===== config.mk =====
export PLATFORM = sky130hd
export DESIGN_NAME = multi_cycle_ctrl
export DESIGN_NICKNAME = d
export VERILOG_FILES = /design/src/rtl/multi_cycle_ctrl.sv
export SDC_FILE = /design/constraint.sdc
export NUM_CORES = 1
export LEC_CHECK = 0
export CORE_ASPECT_RATIO = 0.75
export CORE_MARGIN = 1.5
export CORE_UTILIZATION = 53
export CTS_BUF_LIST = sky130_fd_sc_hd__clkbuf_8
export DETAILED_ROUTE_END_ITERATION = 8
export MAX_ROUTING_LAYER = met4
export PLACE_DENSITY = 0.86
export SKIP_CTS_REPAIR_TIMING = 1
export SYNTH_ARGS = -nofsm -noshare
export SYNTH_HDL_FRONTEND = slang
export SYNTH_SLANG_ARGS = --single-unit

===== constraint.sdc =====
create_clock -name CLK -period 6.3 [get_ports CLK]
set_input_delay 1.26 -clock CLK [delete_from_list [all_inputs] [get_ports CLK]]
set_output_delay 1.26 -clock CLK [all_outputs]
set_load 0.02 [all_outputs]

===== src/rtl/multi_cycle_ctrl.sv =====
// Multi-cycle CPU control unit: IF/ID/EXE/MEM/WB/HLT sequencer with datapath control decode
// and a retired-instruction counter.
module multi_cycle_ctrl #(
  parameter int unsigned COUNT_W = 16
) (
  input  logic               CLK,
  input  logic               Reset,
  input  logic [5:0]         Opcode,
  input  logic               Zero,
  output logic               PCWre,
  output logic               PCSrc,
  output logic               IRWre,
  output logic               RegWre,
  output logic               RegDst,
  output logic               ALUSrcB,
  output logic               ExtSel,
  output logic               mRD,
  output logic               mWR,
  output logic               DBDataSrc,
  output logic [2:0]         ALUOp,
  output logic               Halt,
  output logic [2:0]         State,
  output logic [COUNT_W-1:0] InsCount
);

  typedef enum logic [2:0] {
    StIf  = 3'b000,
    StId  = 3'b001,
    StExe = 3'b010,
    StMem = 3'b011,
    StWb  = 3'b100,
    StHlt = 3'b101
  } state_e;

  localparam logic [5:0] OpAdd  = 6'b000000;
  localparam logic [5:0] OpSub  = 6'b000001;
  localparam logic [5:0] OpAddi = 6'b000010;
  localparam logic [5:0] OpOri  = 6'b010010;
  localparam logic [5:0] OpSw   = 6'b110000;
  localparam logic [5:0] OpLw   = 6'b110001;
  localparam logic [5:0] OpBeq  = 6'b110100;
  localparam logic [5:0] OpBne  = 6'b110101;
  localparam logic [5:0] OpHalt = 6'b111111;

  state_e               r_state;
  state_e               w_state_next;
  logic [5:0]           r_op;
  logic [COUNT_W-1:0]   r_cnt;

  logic w_add, w_sub, w_addi, w_ori, w_sw, w_lw, w_beq, w_bne, w_halt, w_nop;
  logic w_pcwre, w_pcsrc, w_irwre, w_regwre, w_mrd, w_mwr, w_halt_o, w_dp;

  assign w_add  = (r_op == OpAdd);
  assign w_sub  = (r_op == OpSub);
  assign w_addi = (r_op == OpAddi);
  assign w_ori  = (r_op == OpOri);
  assign w_sw   = (r_op == OpSw);
  assign w_lw   = (r_op == OpLw);
  assign w_beq  = (r_op == OpBeq);
  assign w_bne  = (r_op == OpBne);
  assign w_halt = (r_op == OpHalt);
  assign w_nop  = ~(w_add | w_sub | w_addi | w_ori | w_sw | w_lw | w_beq | w_bne | w_halt);

  always_ff @(posedge CLK or negedge Reset) begin
    if (!Reset) begin
      r_state <= StIf;
      r_op    <= '0;
      r_cnt   <= '0;
    end else begin
      r_state <= w_state_next;
      if (r_state == StIf) begin
        r_op <= Opcode;
      end
      if (w_pcwre) begin
        r_cnt <= r_cnt + COUNT_W'(1);
      end
    end
  end

  always_comb begin
    w_state_next = r_state;
    w_pcwre      = 1'b0;
    w_pcsrc      = 1'b0;
    w_irwre      = 1'b0;
    w_regwre     = 1'b0;
    w_mrd        = 1'b0;
    w_mwr        = 1'b0;
    w_halt_o     = 1'b0;
    w_dp         = 1'b0;
    case (r_state)
      StIf: begin
        w_irwre      = 1'b1;
        w_state_next = StId;
      end
      StId: begin
        w_dp = 1'b1;
        if (w_halt) begin
          w_state_next = StHlt;
        end else if (w_nop) begin
          w_state_next = StIf;
          w_pcwre      = 1'b1;
        end else begin
          w_state_next = StExe;
        end
      end
      StExe: begin
        w_dp = 1'b1;
        if (w_beq || w_bne) begin
          w_state_next = StIf;
          w_pcwre      = 1'b1;
          w_pcsrc      = (w_beq & Zero) | (w_bne & ~Zero);
        end else if (w_lw || w_sw) begin
          w_state_next = StMem;
        end else begin
          w_state_next = StWb;
        end
      end
      StMem: begin
        w_dp  = 1'b1;
        w_mrd = w_lw;
        w_mwr = w_sw;
        if (w_sw) begin
          w_state_next = StIf;
          w_pcwre      = 1'b1;
        end else begin
          w_state_next = StWb;
        end
      end
      StWb: begin
        w_dp         = 1'b1;
        w_regwre     = 1'b1;
        w_pcwre      = 1'b1;
        w_state_next = StIf;
      end
      StHlt: begin
        w_halt_o     = 1'b1;
        w_state_next = StHlt;
      end
      default: w_state_next = StIf;
    endcase
  end

  // Unknown opcodes decode to NOP, which drives no datapath controls at all.
  logic w_dec;
  assign w_dec = w_dp & ~w_nop & Reset;

  assign IRWre     = Reset & w_irwre;
  assign PCWre     = Reset & w_pcwre;
  assign PCSrc     = Reset & w_pcsrc;
  assign RegWre    = Reset & w_regwre;
  assign mRD       = Reset & w_mrd;
  assign mWR       = Reset & w_mwr;
  assign Halt      = Reset & w_halt_o;
  assign RegDst    = w_dec & (w_add | w_sub);
  assign ALUSrcB   = w_dec & (w_addi | w_ori | w_lw | w_sw);
  assign ExtSel    = w_dec & ~w_ori;
  assign DBDataSrc = w_dec & w_lw;
  assign ALUOp     = !w_dec                  ? 3'b000 :
                     (w_sub | w_beq | w_bne) ? 3'b001 :
                     w_ori                   ? 3'b011 : 3'b000;
  assign State     = r_state;
  assign InsCount  = r_cnt;

endmodule


==> flow_summary_export.csv, run 1 <==
group,metric,value,unit
setup_path,path_buf_inv,2,
timing,finalSetupTns,0,ns
grt,grt_use_met1,0.291,
power,p_seq_frac,0.375,
grt,grt_pass1_wl,5050,µm
layout,nets,189,
placed_design,io_buffers,40,
layout,n_fill_cell,187,
timing,fmax,0.204,GHz
clock_network,root_buffer,"clkbuf_8",
setup_path,crit_path_max_incr_delay,1.00,ns
grt,grt_use_met2,0.333,
clock_network,clk_path_buf_depth,2,
synthesis,synth_edf_count,0,
synthesis,synthesis.nets,150,
timing,rsz0062_at_grt,"false",
setup_path,worstSetupEndpoint,"ALUSrcB",
setup_path,crit_chain,"clkdlybuf4s50_1 > nand3b_1 > nor2_1 > nand2_1 > nor3_1 > clkdlybuf4s50_1",
clock_network,cts_tree,"done",
power,p_leak,0.779,nW
setup_path,worstSetupPathType,"in -> out",
worst_hold_path,hold_class,"reg -> reg",
setup_path,start_kind,"primary input",
floorplan,die_x,64.3,µm
layout,multi_input_area,812,µm²
routing,routedWlPerCell,14.4,µm
synthesis,synthFlopType,"dfrtp_1",
layout,diodes,0,
synthesis,synth_area_per_cell,10.7,µm²
setup_path,crit_slowest_cell,"clkdlybuf4s50_1",
setup_path,r2r_slack,4.00,ns
floorplan,die_h,48.9,µm
power,p_int,0.000457,W
grt,track_usage,0.214,
timing,hold_violations,0,
synthesis,post_synth_num_cell_types,43,
layout,finalInstanceArea,1940,µm²
placed_design,place_congestion,0.840,
synthesis,ys_warn_count,0,
synthesis,async_flop_share,1.00,
grt,overflow,0,
timing,period_share,0.777,
status,outcome,"completed",
synthesis,yosys.area.top_type,"dfrtp_1",
power,power_frac_clock,0.110,
grt,use_met3,0.0485,
routing,drtIter0Drc,64,
floorplan,ios,42,
synthesis,synth.cells.most_frequent,"dfrtp_1 (25), xor2_1 (14), nor2_1 (13), nor3_1 (11), nand2_1 (9)",
clock_network,insertion_delay,0.26,ns
timing,finalSetupViolCount,0,
run,maxCapViolCount,0,
grt,grt_pass1_vias,1043,
floorplan,core_region_area,2640,µm²
routing,antenna_left,0,
synthesis,synthDominantCellAreaShare,0.419,
synthesis,netlist_instances,140,
worst_hold_path,min_from,"InsCount[15]",
power,comb_power_share,0.515,
clock_network,cts.sinks,25,
routing,firstDrtPassIters,4,
setup_path,startpoint,"Reset",
timing,worst_pin_slew,0.954,ns
timing,worst_slack,1.40,ns
timing,relSlewSlack,0.359,
synthesis,syn_area,1490,µm²
setup_path,cp.required,5.04,ns
synthesis,ys_seq_elements,25,
placed_design,pre_cts_slack,1.38,ns
synthesis,synthTopCellsByArea,"dfrtp_1 (42%), xor2_1 (8.2%), mux2_2 (4.5%)",
placed_design,place_area,1890,µm²
setup_path,cp.depth,6,
setup_path,worst-path-max-fanout,19,
power,powerDensity,427,nW/µm²
clock_network,ctsHtreeMaxLevel,1,
clock_network,numCtsBuffers,3,
setup_path,cp_common_cell,"clkdlybuf4s50_1",
timing,fin_crit,4.90,ns
power,switching_power,0.000369,W
layout,drive_gt1_frac,0.140,
layout,seqCellArea,626,µm²
setup_path,worstRegToRegCells,5,
setup_path,cp-end-kind,"output port",
routing,via_per_inst,5.49,
timing,skew,0.00293,ns
power,switching_share,0.447,
routing,drc_errors,0,
setup_path,cp.arrival,3.64,ns
power,max-vdd-ir-drop,0.000346,V
clock_network,path_clk_slew,0.08,ns
floorplan,start_util,0.564,
setup_path,r2r_end,"InsCount[12]",
setup_path,cp_top_family,"buffers and inverters",
floorplan,num_rows,16,
synthesis,ys_seq_area_frac,0.419,
synthesis,post-synth-top-count-cell,"dfrtp_1",
timing,slew_violations,0,
setup_path,regToRegStartpoint,"r_op[2]",
grt,grt_max_degree,20,
grt,top_usage_layer,"met2",
routing,vias,1175,
placed_design,placedCellCount,210,
placed_design,place_hpwl,2260,µm
layout,syn2layout_area_growth,29.8,%
grt,antenna_found_initial,0,
routing,routed_wl,3070,µm
layout,finalNonFillerCells,214,
floorplan,die-area,3140,µm²
timing,hold_ws,0.480,ns
==> stage by stage <==
stage               total power [W]   util
finish                     0.000826  0.732
global route               0.000880  0.732
CTS                        0.000828  0.732
detailed placement         0.000735  0.715
global placement           0.000721  0.715
floorplan                  0.000633      -
==> cell type report <==
class / count / share of cell area
clock buffers: 3 / 0.0213
clock inverters: 1 / 0.00194
multi-input cells: 108 / 0.420
flip-flops and latches: 25 / 0.323
well taps: 36 / 0.0233
repair buffers: 41 / 0.211
==> metal layers <==
| metal | part of all wire | routed length, µm | up-vias |
|---|---|---|---|
| met5 | 0 | 0 | - |
| met4 | 0.012 | 37 | 0 |
| met3 | 0.056 | 173 | 4 |
| met2 | 0.47 | 1460 | 43 |
| met1 | 0.46 | 1410 | 554 |
| li1 | - | - | 574 |
==> worst min path at each step <==
stage | depth (start not counted) | to | slack [ns]
after floorplan | 1 | InsCount[15] | 0.58
after global placement | 1 | InsCount[15] | 0.45
after detailed placement | 1 | InsCount[14] | 0.48
after CTS | 1 | InsCount[14] | 0.49
after global routing | 1 | InsCount[15] | 0.51
final | 1 | InsCount[15] | 0.48
==> cells by family (layout without fill, tap and decap cells) <==
kind of cell             count (synthesis)  after routing  share of synthesized area
other                                    1              1                    0.00251
buffers and inverters                    7             45                     0.0361
flip-flops                              25             25                      0.419
multiplexers                             8              8                     0.0596
AO/OA/AOI/OAI                           10             10                     0.0646
XOR/XNOR                                16             16                     0.0940
adder cells (fa/ha/maj)                  1              1                    0.00839
AND/OR/NAND/NOR                         72             72                      0.315
==> cells in the final DEF (no fill, tap or decap), types with 2 or more instances in the layout <==
cell type,netlist,final
clkdlybuf4s50_1,0,40
dfrtp_1,25,25
xor2_1,14,14
nor2_1,13,13
nor3_1,11,11
nand2_1,9,9
nand2b_1,7,7
nand3_1,7,7
mux2_2,6,6
nor3_2,5,5
nor4b_2,3,3
clkbuf_8,0,3
nor2b_1,2,2
or4_1,2,2
o31ai_1,2,2
xnor2_1,2,2
==> power by group through the flow <==
| stage | registers (W) | logic, W | clock network, W |
|---|---|---|---|
| final | 0.000310 | 0.000425 | 0.0000911 |
| after global routing | 0.000321 | 0.000456 | 0.000104 |
| after CTS | 0.000307 | 0.000427 | 0.0000949 |
| after detailed placement | 0.000311 | 0.000425 | 0 |
| after global placement | 0.000305 | 0.000416 | 0 |
| after floorplan | 0.000302 | 0.000332 | 0 |
==> registers in the layout (all words and copies together), names as in the netlist <==
| signal | count |
|---|---|
| r_op | 6 |
| InsCount | 16 |
| State | 3 |
No activity file was read; power rests on OpenSTA's default activity.
==> inputs of run 2 (changes only) <==
CORE_UTILIZATION = 49   (was 53)
PLACE_DENSITY = 0.81   (was 0.86)
clock period = 4.9 ns   (was 6.3 ns; I/O delays follow)
==> flow_summary_export.csv, run 2 (same netlist as run 1, synthesis figures left out) <==
group,metric,value,unit
status,outcome,"completed",
routing,routed_wl,3110,µm
grt,track_usage,0.215,
placed_design,io_buffers,40,
timing,period_share,0.757,
clock_network,cts.sinks,25,
worst_hold_path,min_from,"InsCount[15]",
setup_path,crit_slowest_cell,"clkdlybuf4s50_1",
layout,finalInstanceArea,1950,µm²
setup_path,cp_top_family,"buffers and inverters",
setup_path,regToRegStartpoint,"r_op[2]",
floorplan,die-area,3390,µm²
floorplan,core_region_area,2910,µm²
clock_network,insertion_delay,0.27,ns
layout,nets,191,
power,powerDensity,550,nW/µm²
timing,rsz0062_at_grt,"false",
layout,layout_commonest_cell,"clkdlybuf4s50_1",
setup_path,crit_path_max_incr_delay,0.64,ns
timing,hold_violations,0,
placed_design,placedCellCount,214,
grt,grt_pass1_wl,5290,µm
grt,grt_use_met1,0.266,
setup_path,cp.arrival,2.73,ns
grt,grt_pass1_vias,1154,
routing,vias,1196,
placed_design,place_congestion,0.969,
grt,antenna_found_initial,0,
routing,via_per_inst,5.49,
timing,fmax,0.270,GHz
grt,use_met3,0.0605,
setup_path,worstSetupPathType,"in -> out",
routing,drtIter0Drc,65,
layout,largest_reg_flops,16,
grt,grt_max_degree,18,
layout,finalNonFillerCells,218,
grt,grt_use_met2,0.347,
setup_path,cp.required,3.92,ns
power,total_power,0.00107,W
floorplan,die_x,66.7,µm
placed_design,place_hpwl,2370,µm
timing,fin_crit,3.71,ns
clock_network,root_buffer,"clkbuf_8",
timing,slew_violations,0,
setup_path,crit_chain,"clkdlybuf4s50_1 > nand3b_1 > nor2_1 > nand2_1 > nor3_1 > clkdlybuf4s50_1",
setup_path,path_buf_inv,2,
timing,skew,0.00234,ns
setup_path,startpoint,"Reset",
layout,layout_common_cells,"clkdlybuf4s50_1 (40), dfrtp_1 (25), xor2_1 (14), nor2_1 (13), nor3_1 (11)",
placed_design,place_area,1910,µm²
routing,routedWlPerCell,14.3,µm
clock_network,numCtsBuffers,3,
timing,finalSetupViolCount,0,
routing,firstDrtPassIters,4,
clock_network,clk_path_buf_depth,2,
timing,finalSetupTns,0,ns
routing,antenna_left,0,
run,maxCapViolCount,0,
grt,overflow,0,
clock_network,ctsHtreeMaxLevel,1,
clock_network,cts_tree,"done",
layout,drive_gt1_frac,0.150,
setup_path,worst-path-max-fanout,5,
layout,diodes,0,
power,p_leak,0.789,nW
routing,drc_errors,0,
floorplan,die_h,50.8,µm
floorplan,start_util,0.512,
setup_path,start_kind,"primary input",
worst_hold_path,hold_class,"reg -> reg",
setup_path,cp_common_cell,"clkdlybuf4s50_1",
layout,syn2layout_area_growth,31.0,%
clock_network,path_clk_slew,0.08,ns
grt,top_usage_layer,"met2",
power,max-vdd-ir-drop,0.000457,V
setup_path,cp-end-kind,"output port",
floorplan,num_rows,17,
floorplan,ios,42,
run 2: path summary, 6_finish.rpt:
kind                                     end  slack (ns)  cells after the start
worst max-delay path                 ALUSrcB        1.19                      6
worst min-delay path            InsCount[15]        0.47                      1
worst max register to register  InsCount[12]        2.62                      5
worst min register to register  InsCount[15]        0.47                      1
max in group asynchronous            r_op[2]        3.59                      2
min in group asynchronous       InsCount[11]        1.13                      2
run 2: report_power, final:
group / switching, W / total (W) / leakage, nW / internal, W
Clock: 0.0000603 / 0.000116 / 0.0269 / 0.0000560
Sequential: 0.000125 / 0.000395 / 0.321 / 0.000270
Combinational: 0.000293 / 0.000563 / 0.441 / 0.000270
Total: 0.000478 / 0.00107 / 0.789 / 0.000597
run 2: routing by layer:
metal	vias up	wire length (µm)
li1	579	-
met1	580	1390
met2	37	1560
met3	0	159
met4	0	0
met5	-	0
run 2: metrics by stage:
stage,utilization,worst slack [ns],hold WS [ns]
final,0.670,1.19,0.471
after CTS,0.670,1.20,0.474
after global routing,0.670,1.04,0.493
after floorplan,-,2.03,0.578
after global placement,0.655,1.22,0.455
after detailed placement,0.655,1.20,0.460
run 2: final cells by class:
cell class | instances | area [µm²]
Sequential cell | 25 | 626
Clock buffer | 3 | 41.3
Timing Repair Buffer | 43 | 423
Clock inverter | 1 | 3.75
Tap cell | 38 | 47.5
Multi-Input combinational cell | 108 | 812
Fill cell | 218 | 961
